**config.mk**
```make
export PLATFORM = sky130hd
export DESIGN_NAME = mips_muldiv_unit
export DESIGN_NICKNAME = d
export VERILOG_FILES = /design/src/rtl/mips_muldiv_unit_pkg.sv /design/src/rtl/mips_muldiv_unit_iter_core.sv /design/src/rtl/mips_muldiv_unit.sv
export SDC_FILE = /design/constraint.sdc
export NUM_CORES = 1
export LEC_CHECK = 0
export CAP_MARGIN = 30
export CELL_PAD_IN_SITES_DETAIL_PLACEMENT = 1
export CELL_PAD_IN_SITES_GLOBAL_PLACEMENT = 1
export CORE_ASPECT_RATIO = 0.9
export CORE_MARGIN = 10
export CORE_UTILIZATION = 45
export DETAILED_ROUTE_END_ITERATION = 16
export HOLD_SLACK_MARGIN = 0.03
export PLACE_DENSITY_LB_ADDON = 0.1
export SYNTH_ARGS = -nofsm -noshare
export SYNTH_HDL_FRONTEND = slang
export SYNTH_HIERARCHICAL = 1
export SYNTH_SLANG_ARGS = --single-unit
export TNS_END_PERCENT = 10
```
**constraint.sdc**
```tcl
create_clock -name CLK -period 4.3 [get_ports CLK]
set_input_delay 0.86 -clock CLK [delete_from_list [all_inputs] [get_ports CLK]]
set_output_delay 0.86 -clock CLK [all_outputs]
set_load 0.05 [all_outputs]
```
**src/rtl/mips_muldiv_unit_pkg.sv**
```systemverilog
// rtl/mips_muldiv_unit_pkg.sv - op encodings, FSM state codes and width default for the mul/div unit
package mips_muldiv_unit_pkg;

  localparam int MD_WIDTH_DEFAULT = 32;

  typedef enum logic [2:0] {
    MD_MULT  = 3'd0,
    MD_MULTU = 3'd1,
    MD_DIV   = 3'd2,
    MD_DIVU  = 3'd3,
    MD_MTHI  = 3'd4,
    MD_MTLO  = 3'd5
  } md_op_e;

  typedef enum logic [1:0] {
    ST_IDLE = 2'd0,
    ST_RUN  = 2'd1,
    ST_FIX  = 2'd2
  } md_state_e;

  function automatic logic md_op_signed(input logic [2:0] op);
    return (op == MD_MULT) || (op == MD_DIV);
  endfunction

endpackage

```
**src/rtl/mips_muldiv_unit_iter_core.sv**
```systemverilog
// rtl/mips_muldiv_unit_iter_core.sv - one shift-add multiply or restoring-divide step
// Multiply keeps the multiplier in acc low half; divide keeps the dividend/quotient there.
module mips_muldiv_unit_iter_core #(
  parameter int WIDTH = 32
) (
  input  logic                 div_mode_i,
  input  logic [2*WIDTH-1:0]   acc_i,
  input  logic [WIDTH:0]       rem_i,
  input  logic [WIDTH-1:0]     opb_i,
  output logic [2*WIDTH-1:0]   acc_o,
  output logic [WIDTH:0]       rem_o
);

  logic [WIDTH:0] sum;
  logic [WIDTH:0] shifted;
  logic [WIDTH:0] diff;

  assign sum     = {1'b0, acc_i[2*WIDTH-1:WIDTH]} + (acc_i[0] ? {1'b0, opb_i} : '0);
  assign shifted = {rem_i[WIDTH-1:0], acc_i[WIDTH-1]};
  assign diff    = shifted - {1'b0, opb_i};

  always_comb begin
    acc_o = acc_i;
    rem_o = rem_i;
    if (div_mode_i) begin
      // diff MSB clear means the trial subtraction did not underflow
      if (!diff[WIDTH]) begin
        rem_o = diff;
        acc_o = {acc_i[2*WIDTH-1:WIDTH], acc_i[WIDTH-2:0], 1'b1};
      end else begin
        rem_o = shifted;
        acc_o = {acc_i[2*WIDTH-1:WIDTH], acc_i[WIDTH-2:0], 1'b0};
      end
    end else begin
      acc_o = {sum, acc_i[WIDTH-1:1]};
    end
  end

endmodule

```
**src/rtl/mips_muldiv_unit.sv**
```systemverilog
// rtl/mips_muldiv_unit.sv - iterative MIPS multiply/divide unit owning HI/LO
// MULDIV_FAST_MULT_EN: multiply completes in one cycle with '*'; divide stays iterative.
module mips_muldiv_unit
  import mips_muldiv_unit_pkg::*;
#(
  parameter int WIDTH = MD_WIDTH_DEFAULT
) (
  input  logic             CLK,
  input  logic             RST,
  input  logic             start,
  input  logic [2:0]       op,
  input  logic [WIDTH-1:0] rs_val,
  input  logic [WIDTH-1:0] rt_val,
  output logic             busy,
  output logic             done,
  output logic [WIDTH-1:0] hi,
  output logic [WIDTH-1:0] lo
);

  localparam int CW = $clog2(WIDTH);

  md_state_e          state_q, state_d;
  logic [CW-1:0]      cnt_q, cnt_d;
  logic [2*WIDTH-1:0] acc_q, acc_d;
  logic [WIDTH:0]     rem_q, rem_d;
  logic [WIDTH-1:0]   opb_q, opb_d;
  logic               div_q, div_d;
  logic               sa_q, sa_d;
  logic               sb_q, sb_d;
  logic               dz_q, dz_d;
  logic [WIDTH-1:0]   hi_q, hi_d;
  logic [WIDTH-1:0]   lo_q, lo_d;
  logic               done_q, done_d;

  logic               sign_a, sign_b;
  logic [WIDTH-1:0]   mag_a, mag_b;
  logic [2*WIDTH-1:0] acc_step;
  logic [WIDTH:0]     rem_step;
  logic [2*WIDTH-1:0] prod_fix;
  logic [WIDTH-1:0]   quo, rem;

  assign sign_a = md_op_signed(op) & rs_val[WIDTH-1];
  assign sign_b = md_op_signed(op) & rt_val[WIDTH-1];
  assign mag_a  = sign_a ? -rs_val : rs_val;
  assign mag_b  = sign_b ? -rt_val : rt_val;

  assign prod_fix = (sa_q ^ sb_q) ? -acc_q : acc_q;
  assign quo      = acc_q[WIDTH-1:0];
  assign rem      = rem_q[WIDTH-1:0];

`ifdef MULDIV_FAST_MULT_EN
  logic [2*WIDTH-1:0] ext_a, ext_b, fast_prod;
  assign ext_a     = md_op_signed(op) ? {{WIDTH{rs_val[WIDTH-1]}}, rs_val} : {{WIDTH{1'b0}}, rs_val};
  assign ext_b     = md_op_signed(op) ? {{WIDTH{rt_val[WIDTH-1]}}, rt_val} : {{WIDTH{1'b0}}, rt_val};
  assign fast_prod = ext_a * ext_b;
`endif

  mips_muldiv_unit_iter_core #(.WIDTH(WIDTH)) u_core (
    .div_mode_i (div_q),
    .acc_i      (acc_q),
    .rem_i      (rem_q),
    .opb_i      (opb_q),
    .acc_o      (acc_step),
    .rem_o      (rem_step)
  );

  always_comb begin
    state_d = state_q;
    cnt_d   = cnt_q;
    acc_d   = acc_q;
    rem_d   = rem_q;
    opb_d   = opb_q;
    div_d   = div_q;
    sa_d    = sa_q;
    sb_d    = sb_q;
    dz_d    = dz_q;
    hi_d    = hi_q;
    lo_d    = lo_q;
    done_d  = 1'b0;
    case (state_q)
      ST_IDLE: begin
        if (start) begin
          case (op)
            MD_MULT, MD_MULTU: begin
`ifdef MULDIV_FAST_MULT_EN
              {hi_d, lo_d} = fast_prod;
              done_d       = 1'b1;
`else
              state_d = ST_RUN;
              cnt_d   = '0;
              div_d   = 1'b0;
              sa_d    = sign_a;
              sb_d    = sign_b;
              dz_d    = 1'b0;
              acc_d   = {{WIDTH{1'b0}}, mag_b};
              rem_d   = '0;
              opb_d   = mag_a;
`endif
            end
            MD_DIV, MD_DIVU: begin
              state_d = ST_RUN;
              cnt_d   = '0;
              div_d   = 1'b1;
              sa_d    = sign_a;
              sb_d    = sign_b;
              dz_d    = (rt_val == '0);
              acc_d   = {{WIDTH{1'b0}}, mag_a};
              rem_d   = '0;
              opb_d   = mag_b;
            end
            MD_MTHI: hi_d = rs_val;
            MD_MTLO: lo_d = rs_val;
            default: ;
          endcase
        end
      end
      ST_RUN: begin
        acc_d = acc_step;
        rem_d = rem_step;
        cnt_d = cnt_q + 1'b1;
        if (cnt_q == CW'(WIDTH - 1)) state_d = ST_FIX;
      end
      ST_FIX: begin
        state_d = ST_IDLE;
        done_d  = 1'b1;
        if (div_q) begin
          // remainder follows the dividend sign, which also returns rs_val on divide by zero
          lo_d = dz_q ? '1 : ((sa_q ^ sb_q) ? -quo : quo);
          hi_d = sa_q ? -rem : rem;
        end else begin
          {hi_d, lo_d} = prod_fix;
        end
      end
      default: state_d = ST_IDLE;
    endcase
  end

  always_ff @(posedge CLK) begin
    if (!RST) begin
      state_q <= ST_IDLE;
      cnt_q   <= '0;
      acc_q   <= '0;
      rem_q   <= '0;
      opb_q   <= '0;
      div_q   <= 1'b0;
      sa_q    <= 1'b0;
      sb_q    <= 1'b0;
      dz_q    <= 1'b0;
      hi_q    <= '0;
      lo_q    <= '0;
      done_q  <= 1'b0;
    end else begin
      state_q <= state_d;
      cnt_q   <= cnt_d;
      acc_q   <= acc_d;
      rem_q   <= rem_d;
      opb_q   <= opb_d;
      div_q   <= div_d;
      sa_q    <= sa_d;
      sb_q    <= sb_d;
      dz_q    <= dz_d;
      hi_q    <= hi_d;
      lo_q    <= lo_d;
      done_q  <= done_d;
    end
  end

  assign busy = (state_q != ST_IDLE);
  assign done = done_q;
  assign hi   = hi_q;
  assign lo   = lo_q;

endmodule

```
==> results.json <==
{
  "worst-setup-path-type": "reg2reg",
  "layout_commonest_cell": "nor2_1",
  "fp.dieW_um": 228,
  "relSlewSlack": 0.330,
  "leakagePower_nw": 8.09,
  "io_buffer_count": 135,
  "insertion_delay_ps": 570,
  "fin_nets": 2592,
  "rsz0062_at_grt": "false",
  "fmax_mhz": 246,
  "final_cell_mix": "232 x nor2_1, 217 x nand2_1, 203 x dfxtp_1",
  "drtAntennaViolNets": 0,
  "grt_usage": 0.334,
  "syn_to_final_growth_pct": 18.4,
  "place_congestion": 0.988,
  "cp_top_family": "compound AO/OA/AOI/OAI gates",
  "critPathLaunchType": "flip-flop",
  "grt_overflow": 0,
  "initial_core_util": 0.457,
  "syn-num-nets": 2491,
  "antenna_found_initial": 2,
  "power_density_nw_per_um2": 293,
  "setup_violations": 0,
  "drv_cap": 0,
  "synth_cells": 2348,
  "peakVddDrop_mv": 0.268,
  "h-tree-depth": 1,
  "ys_warn_count": 6,
  "final_cells": 2996,
  "cts_sinks": 204,
  "drive_above_1_share": 0.0988,
  "dp_hpwl_um": 64600,
  "hold_viol_final": 0,
  "dieHeight_um": 207,
  "dieArea_um2": 47300,
  "cp_slowest_cell": "fa_1",
  "row_count": 68,
  "clk_pin_slew_ps": 70,
  "netlist_area_um2": 17600,
  "endpoint_kind": "flip-flop",
  "cts_tree": "yes",
  "crit_required_ps": 4740,
  "dpl.cell_count": 2946,
  "grt_max_degree": 58,
  "post_drt_wl_per_cell_um": 27.9,
  "path_buf_inv": 2,
  "postCtsSetupRepairBufs": 0,
  "min_period_over_period": 0.943,
  "drt_first_iter_violations": 2400,
  "finalClockSkew_ps": 21.4,
  "outcome": "finished, final reports clean",
  "vias_per_cell": 6.76,
  "drc_errors": 0,
  "period_minus_slack_ps": 4060,
  "rrSetupSlack_ps": 240,
  "cpPeakStageDelay_ps": 430,
  "vias": 20300,
  "worst_slew_pin_slew_ps": 1010,
  "min_path_type": "reg2reg",
  "io_pins": 136,
  "tns_ps": 0,
  "cts_buffers": 26,
  "crit_fanout": 20,
  "path_cells": "inv_1 > ha_1 > fa_1 > nand2b_1 > a21oi_2 > o21ai_1 > nand2_1 > nand3_1 > a21oi_2 > o211ai_1 > a21oi_1 > ha_1 > buf_6 > nor2_1 > a22o_1 > or3b_1 > a22oi_1 > nor2_1",
  "whs_ps": 457,
  "cts_buffer_depth": 3,
  "grt_pass1_vias": 19400,
  "core_um2": 38500,
  "syn_area_per_cell_um2": 7.48,
  "root_buffer": "clkbuf_16",
  "grt_pass1_wl_um": 125000,
  "arrival_ps": 4490,
  "first_pass_iters": 8,
  "finalWirelength_um": 83600,
  "drv_slew": 0
}
## flip-flops by register name (all words and copies together), names as in the netlist
signal	flops
sa_q	1
rem_q	32
opb_q	32
dz_q	1
hi	32
cnt_q	5
div_q	1
done	1
sb_q	1
acc_q	64
lo	32
state_q	2
## what timing repair did
| item | in CTS | in global routing |
|---|---|---|
| gates resized for setup | 0 | 4 |
| endpoints found under the setup margin | 0 | 16 |
| endpoints found under the hold margin | 0 | 0 |
| hold buffers | 0 | 0 |
## area by class of cell
class / count / area [µm²]
fill: 4803 / 17700
multi-input combinational: 1900 / 12600
sequential: 204 / 4090
timing repair buffer: 243 / 2230
clock buffer: 34 / 722
tap: 525 / 657
inverter: 74 / 280
clock inverter: 14 / 200
antenna: 2 / 5.00
## routing by layer
layer / track usage / part of all wire
met5: 0 / 0.00016
met4: 0.114 / 0.037
met3: 0.0679 / 0.11
met2: 0.479 / 0.41
met1: 0.482 / 0.44
## through the flow
step / setup WS, ps / instance area [µm²] / total power [mW] / utilization
after global routing: 17.5 / 20800 / 6.25 / 0.541
after floorplan: 423 / 17600 / 3.00 / -
final: 243 / 20800 / 6.09 / 0.541
after detailed placement: 163 / 19900 / 3.61 / 0.516
after global placement: 290 / 19800 / 3.57 / 0.515
after CTS: 137 / 20800 / 6.03 / 0.540
## worst paths after layout
kind | start | endpoint | cells after the start
setup reg to reg | acc_q[31] | rem_q[30] | 18
hold reg to reg | cnt_q[3] | cnt_q[3] | 1
setup / recovery | acc_q[31] | rem_q[30] | 18
hold / removal | cnt_q[3] | cnt_q[3] | 1
## where the power goes
part	total [mW]	switching, mW	internal (mW)
clock	2.44	0.961	1.48
combinational	1.58	1.01	0.565
sequential	2.07	0.114	1.95
total	6.09	2.09	4.00
Power figures use the tool's default switching activity.
